## src/rtl/tpu_pkg.sv

```systemverilog
// Shared types for the matmul output path: element type and drain sequencer states.
package tpu_pkg;

  localparam int unsigned DATA_W = 16;

  typedef logic signed [DATA_W-1:0] elem_t;

  typedef enum logic [1:0] {
    IDLE  = 2'd0,
    DRAIN = 2'd1,
    FLUSH = 2'd2,
    DONE  = 2'd3
  } drain_state_e;

endpackage

```

## src/rtl/drain_fifo.sv

```systemverilog
// Small synchronous FIFO; a push while full is taken only when a pop happens in the same cycle.
module drain_fifo #(
  parameter int unsigned WIDTH = 32,
  parameter int unsigned DEPTH = 4,
  localparam int unsigned AW   = (DEPTH > 1) ? $clog2(DEPTH) : 1
) (
  input  logic             clk,
  input  logic             rst_n,
  input  logic             push,
  input  logic [WIDTH-1:0] push_data,
  input  logic             pop,
  output logic             full,
  output logic             empty,
  output logic [WIDTH-1:0] head,
  output logic [AW:0]      level
);

  logic [WIDTH-1:0] mem [DEPTH];
  logic [AW-1:0]    wptr_q, rptr_q;
  logic [AW:0]      cnt_q;
  logic             do_push, do_pop;

  assign full    = (cnt_q == (AW+1)'(DEPTH));
  assign empty   = (cnt_q == '0);
  assign level   = cnt_q;
  assign do_pop  = pop & ~empty;
  assign do_push = push & (~full | do_pop);
  // Head reads as zero when empty so the write port never shows stale data.
  assign head    = empty ? '0 : mem[rptr_q];

  always_ff @(posedge clk) begin
    if (do_push) mem[wptr_q] <= push_data;
  end

  always_ff @(posedge clk or negedge rst_n) begin
    if (!rst_n) begin
      wptr_q <= '0;
      rptr_q <= '0;
      cnt_q  <= '0;
    end else begin
      if (do_push) wptr_q <= wptr_q + AW'(1);
      if (do_pop)  rptr_q <= rptr_q + AW'(1);
      cnt_q <= cnt_q + (AW+1)'(do_push) - (AW+1)'(do_pop);
    end
  end

endmodule

```

## src/rtl/output_drain_controller.sv

```systemverilog
// Drains one result tile from the deskew stage into output memory through a small
// FIFO, writing vectors to consecutive addresses over a ready/valid port.
module output_drain_controller
  import tpu_pkg::*;
#(
  parameter int unsigned N      = 2,
  parameter int unsigned DEPTH  = 4,
  parameter int unsigned ADDR_W = 16,
  parameter int unsigned CNT_W  = 16
) (
  input  logic              clk,
  input  logic              rst_n,
  input  logic              start,
  input  logic [ADDR_W-1:0] cfg_base_addr,
  input  logic [CNT_W-1:0]  cfg_count,
  output logic              busy,
  output logic              done,
  input  elem_t [N-1:0]     in_data,
  input  logic  [N-1:0]     in_valid,
  output logic [ADDR_W-1:0] out_addr,
  output elem_t [N-1:0]     out_data,
  output logic              out_valid,
  input  logic              out_ready,
  output logic              err_overflow,
  output logic              err_misalign
);

  localparam int unsigned WIDTH = N * DATA_W;
  localparam int unsigned AW    = (DEPTH > 1) ? $clog2(DEPTH) : 1;

  drain_state_e      state_q, state_d;
  logic [ADDR_W-1:0] base_q, wr_idx_q;
  logic [CNT_W-1:0]  count_q, rcv_cnt_q;
  logic              ovf_q, mis_q;

  logic              fifo_full, fifo_empty, fifo_push, fifo_pop;
  logic [WIDTH-1:0]  fifo_head;
  logic [AW:0]       fifo_level;
  logic              arrival, partial, start_ok, in_drain, ovf_set;

  drain_fifo #(
    .WIDTH (WIDTH),
    .DEPTH (DEPTH)
  ) u_fifo (
    .clk       (clk),
    .rst_n     (rst_n),
    .push      (fifo_push),
    .push_data (in_data),
    .pop       (fifo_pop),
    .full      (fifo_full),
    .empty     (fifo_empty),
    .head      (fifo_head),
    .level     (fifo_level)
  );

  assign arrival   = &in_valid;
  assign partial   = (|in_valid) & ~arrival;
  assign in_drain  = (state_q == DRAIN);
  assign start_ok  = (state_q == IDLE) & start;
  assign fifo_pop  = ~fifo_empty & out_ready;
  assign fifo_push = in_drain & arrival & (~fifo_full | fifo_pop);
  assign ovf_set   = in_drain & arrival & fifo_full & ~fifo_pop;

  assign out_valid    = ~fifo_empty;
  assign out_data     = fifo_head;
  assign out_addr     = base_q + wr_idx_q;
  assign busy         = (state_q != IDLE);
  assign done         = (state_q == DONE);
  assign err_overflow = ovf_q;
  assign err_misalign = mis_q;

  always_comb begin
    state_d = state_q;
    unique case (state_q)
      IDLE:  if (start) state_d = (cfg_count == '0) ? DONE : DRAIN;
      DRAIN: if (arrival && (rcv_cnt_q + CNT_W'(1) == count_q)) state_d = FLUSH;
      // Leave as soon as the final pop happens rather than a cycle later.
      FLUSH: if (fifo_empty || (fifo_pop && fifo_level == (AW+1)'(1))) state_d = DONE;
      DONE:  state_d = IDLE;
      default: state_d = IDLE;
    endcase
  end

  always_ff @(posedge clk or negedge rst_n) begin
    if (!rst_n) begin
      state_q   <= IDLE;
      base_q    <= '0;
      count_q   <= '0;
      rcv_cnt_q <= '0;
      wr_idx_q  <= '0;
      ovf_q     <= 1'b0;
      mis_q     <= 1'b0;
    end else begin
      state_q <= state_d;
      if (start_ok) begin
        base_q    <= cfg_base_addr;
        count_q   <= cfg_count;
        rcv_cnt_q <= '0;
        wr_idx_q  <= '0;
        ovf_q     <= 1'b0;
        mis_q     <= 1'b0;
      end else begin
        if (in_drain && arrival) rcv_cnt_q <= rcv_cnt_q + CNT_W'(1);
        if (fifo_pop)            wr_idx_q  <= wr_idx_q + ADDR_W'(1);
        if (ovf_set)             ovf_q     <= 1'b1;
        if (in_drain && partial) mis_q     <= 1'b1;
      end
    end
  end

endmodule

```

## config.mk

```make
export PLATFORM = sky130hd
export DESIGN_NAME = output_drain_controller
export DESIGN_NICKNAME = d
export VERILOG_FILES = /design/src/rtl/tpu_pkg.sv /design/src/rtl/drain_fifo.sv /design/src/rtl/output_drain_controller.sv
export SDC_FILE = /design/constraint.sdc
export NUM_CORES = 1
export LEC_CHECK = 0
export CORE_MARGIN = 1
export CORE_UTILIZATION = 30
export CTS_BUF_LIST = sky130_fd_sc_hd__clkbuf_4
export DETAILED_ROUTE_END_ITERATION = 6
export PLACE_DENSITY_LB_ADDON = 0.15
export SYNTH_ARGS = -nofsm -noshare
export SYNTH_HDL_FRONTEND = slang
export SYNTH_SLANG_ARGS = --single-unit
```

## constraint.sdc

```tcl
create_clock -name clk -period 5.2 [get_ports clk]
set_clock_uncertainty 0.2 [all_clocks]
set_input_delay 1.04 -clock clk [delete_from_list [all_inputs] [get_ports clk]]
set_output_delay 1.04 -clock clk [all_outputs]
set_load 0.02 [all_outputs]
```

==> results.cfg <==
[run_status]
status = complete, but fails checks
violations = DRC

[timing]
slew_viol_final = 0
worst_pin_slew_ps = 804.6
timing.slew.headroom_pct = 46.36
max_freq_mhz = 204.2
timing_hold_violations_final = 0
hold_ws_ps = 119.7
rsz0062_at_grt = false
finalSetupTns_ps = 0
setup_violations = 0
fin_crit_sh_pct = 94.16
final.min_clock_period_ps = 4896

[cts]
cts.path.max_buffers = 3
cts-buffers-inserted = 55
clock_tree_sinks = 203
h-tree-depth = 2
cts_post_setup_buffers_inserted = 0
ctsRootBufferMaster = sky130_fd_sc_hd__clkbuf_4
worstSkewPairLatency_ps = 660
cts_clk_pin_slew_worst_paths_ps = 60
cts_repair_resize_count = 0
cts_hold_repair.buffers = 0
cts_tree = done

[synth]
synthFlopType = sky130_fd_sc_hd__edfxtp_1
synth_top_area_share_pct = 40.69
yosys_register_bits = 203
sequential_to_total_area_share_from_yosys_stat_pct = 60.56
synth_area_per_cell_um2 = 12.96
post_synth_main_area_contributors = sky130_fd_sc_hd__edfxtp_1 41%, sky130_fd_sc_hd__dfrtp_1 20%, sky130_fd_sc_hd__mux4_2 7.6%
post_synth_instance_area_um2 = 9447
postSynthNetCount = 830
synth_common_cells = 128 x sky130_fd_sc_hd__edfxtp_1, 119 x sky130_fd_sc_hd__nand2_1, 75 x sky130_fd_sc_hd__dfrtp_1
yosys_warnings = 0
synth_enable_flop_cells = 128
synth.largest_area_cell = sky130_fd_sc_hd__edfxtp_1
synthCells = 729
synthDistinctLibCells = 57
synthMostInstantiatedCell = sky130_fd_sc_hd__edfxtp_1
synth_async_sr_flop_share_pct = 36.95

[floorplan]
die_w_um = 179.5
die_outline_area_um2 = 32200
die_y_um = 179.5
num_io_pins = 123
rows = 64
floorplan_core_area_um2 = 30750
floorplan.initialDensity_pct = 30.72

[setup_path]
crit_type = flip-flop to output pin
critical_path_s_most_frequent_cell = sky130_fd_sc_hd__o21ai_0
worst_setup_path_start_kind = flip-flop
setup.worst_path.end_class = output pin
crit_chain = ha_1, inv_1, fa_1, nor2b_1, o21ai_0, a21boi_0, o21ai_0, a211oi_1, mux2i_1, o2111ai_1, clkdlybuf4s50_1
slowest_stage = sky130_fd_sc_hd__clkdlybuf4s50_1
max_fanout_on_critical_path = 5
max_stage_delay_ps = 550
startpoint_of_the_worst_setup_timing_path = wr_idx_q[0]
critPathArrivalTime_ps = 3660
crit-reg2reg-launch = u_fifo.level[1]
cp_data_required_time_ps = 3960

[drt]
wl_per_cell_um = 16.19
detail_route.wirelength_um = 21340
remaining_drc_errors = 24
drtIter0Drc = 231
vias_per_cell = 4.620
drt.antenna.violating_nets = 0
drt_first_pass_iters = 7
vias = 6089

[layout]
post_route_cells_drive_above_1_share_pct = 15.54
nNetsFinal = 991
area_growth_pct = 24.58
layout.core_utilization_pct = 38.27
fin_cells = 1318

[pwr]
power.density_cell_area_nw_per_um2 = 498.7
standby_leakage_power_nw = 4.548
vdd.ir_drop.worst_v = 0.0002493
total_power_mw = 5.869

[grt]
grt_pass1_vias = 6604
initial_antenna_violation_count = 2
globalRouteOverflowTotal = 0
global_route.usage.total_pct = 13.65
grt_first_pass_wirelength_um = 34900
grt_start_max_net_pins = 68

[placed_design]
buffer_ports.inserted = 122
dpl.hpwl_um = 13820
place_congestion = 0.7676
placed_cells_incl_taps = 1229

[job]
maxcap_violations = 0

[worst_hold_path]
min_path_type = primary input to asynchronous set/reset pin
[cell type report]
| class | instances | area, µm² |
|---|---|---|
| multi-input cells | 473 | 3515 |
| well taps | 396 | 495.5 |
| clock buffers | 77 | 578.1 |
| inverters | 24 | 90.09 |
| clock inverters | 10 | 50.05 |
| repair buffers | 133 | 1314 |
| diodes | 2 | 5.005 |
| fillers | 3049 | 18980 |
| flip-flops and latches | 203 | 5722 |
[worst max-delay path: cells and delay by family, from the launching register on]
family	cells	cell delay, ps
fa+ha+maj	2	600
buf+inv	2	610
flops	1	420
mux	1	220
simple gates	1	120
compound gates	5	1060
[cell families after synthesis]
kind of cell | after synthesis | share of synthesized area (%)
AND/OR/NAND/NOR | 275 | 14.33
flip-flops | 203 | 60.56
AO/OA/AOI/OAI | 68 | 4.649
XOR/XNOR | 62 | 5.748
buffers and inverters | 53 | 2.291
multiplexers | 37 | 8.159
adder cells (fa/ha/maj) | 31 | 4.265
[worst paths after layout]
kind,to,slack [ps],depth (start not counted)
max,out_addr[12],300,11
min,count_q[11],120,1
max reg2reg,u_fifo.level[2],2000,9
min reg2reg,base_q[0],280,2
max in group asynchronous,u_fifo.rptr_q[0],3650,2
min in group clk,base_q[0],280,2
[sequential cells by signal, indices dropped and copies added (netlist names)]
name and cells:
count_q 16, u_fifo.rptr_q 2, u_fifo.mem 128, state_q 2, err_misalign 1, u_fifo.wptr_q 2
wr_idx_q 16, base_q 16, err_overflow 1, u_fifo.level 3, rcv_cnt_q 16
[cell usage in the layout (no fill, tap or decap), types with 5 or more instances in the layout]
cell / synthesis / routed
sky130_fd_sc_hd__edfxtp_1: 128 / 128
sky130_fd_sc_hd__clkdlybuf4s50_1: 0 / 121
sky130_fd_sc_hd__nand2_1: 119 / 119
sky130_fd_sc_hd__clkbuf_4: 0 / 77
sky130_fd_sc_hd__dfrtp_1: 75 / 74
sky130_fd_sc_hd__nor2_1: 53 / 53
sky130_fd_sc_hd__and2_1: 38 / 37
sky130_fd_sc_hd__xnor2_1: 34 / 34
sky130_fd_sc_hd__mux4_2: 32 / 32
sky130_fd_sc_hd__ha_1: 29 / 29
sky130_fd_sc_hd__xor2_1: 28 / 28
sky130_fd_sc_hd__inv_1: 22 / 22
sky130_fd_sc_hd__o21ai_0: 19 / 19
sky130_fd_sc_hd__a21oi_1: 19 / 18
sky130_fd_sc_hd__nand3_1: 18 / 18
sky130_fd_sc_hd__buf_4: 3 / 11
sky130_fd_sc_hd__nor4_1: 7 / 7
sky130_fd_sc_hd__clkinv_1: 0 / 7
sky130_fd_sc_hd__or3_1: 6 / 6
sky130_fd_sc_hd__nand4_1: 6 / 6
sky130_fd_sc_hd__mux2i_1: 5 / 5
[stage by stage]
step                      area, µm²  setup slack, ps
after floorplan                9447             1654
after global placement        11130            932.9
after detailed placement      11130            934.0
after CTS                     11760            208.7
after global routing          11770            10.74
final                         11770            303.9
[power by group]
| part | internal, mW | switching (mW) | total (mW) | leakage (nW) |
|---|---|---|---|---|
| logic | 1.17 | 1.24 | 2.41 | 2.05 |
| clock network | 0.672 | 0.630 | 1.30 | 0.370 |
| registers | 1.96 | 0.198 | 2.16 | 2.13 |
| total | 3.80 | 2.07 | 5.87 | 4.55 |
[layer usage]
metal | up-vias | routed length [µm] | global-route usage [%]
li1 | 2951 | - | -
met1 | 2985 | 9377 | 17.19
met2 | 109 | 10600 | 23.11
met3 | 42 | 935 | 3.100
met4 | 2 | 406 | 4.655
met5 | - | 13 | 0
No activity file was read; power rests on OpenSTA's default activity.
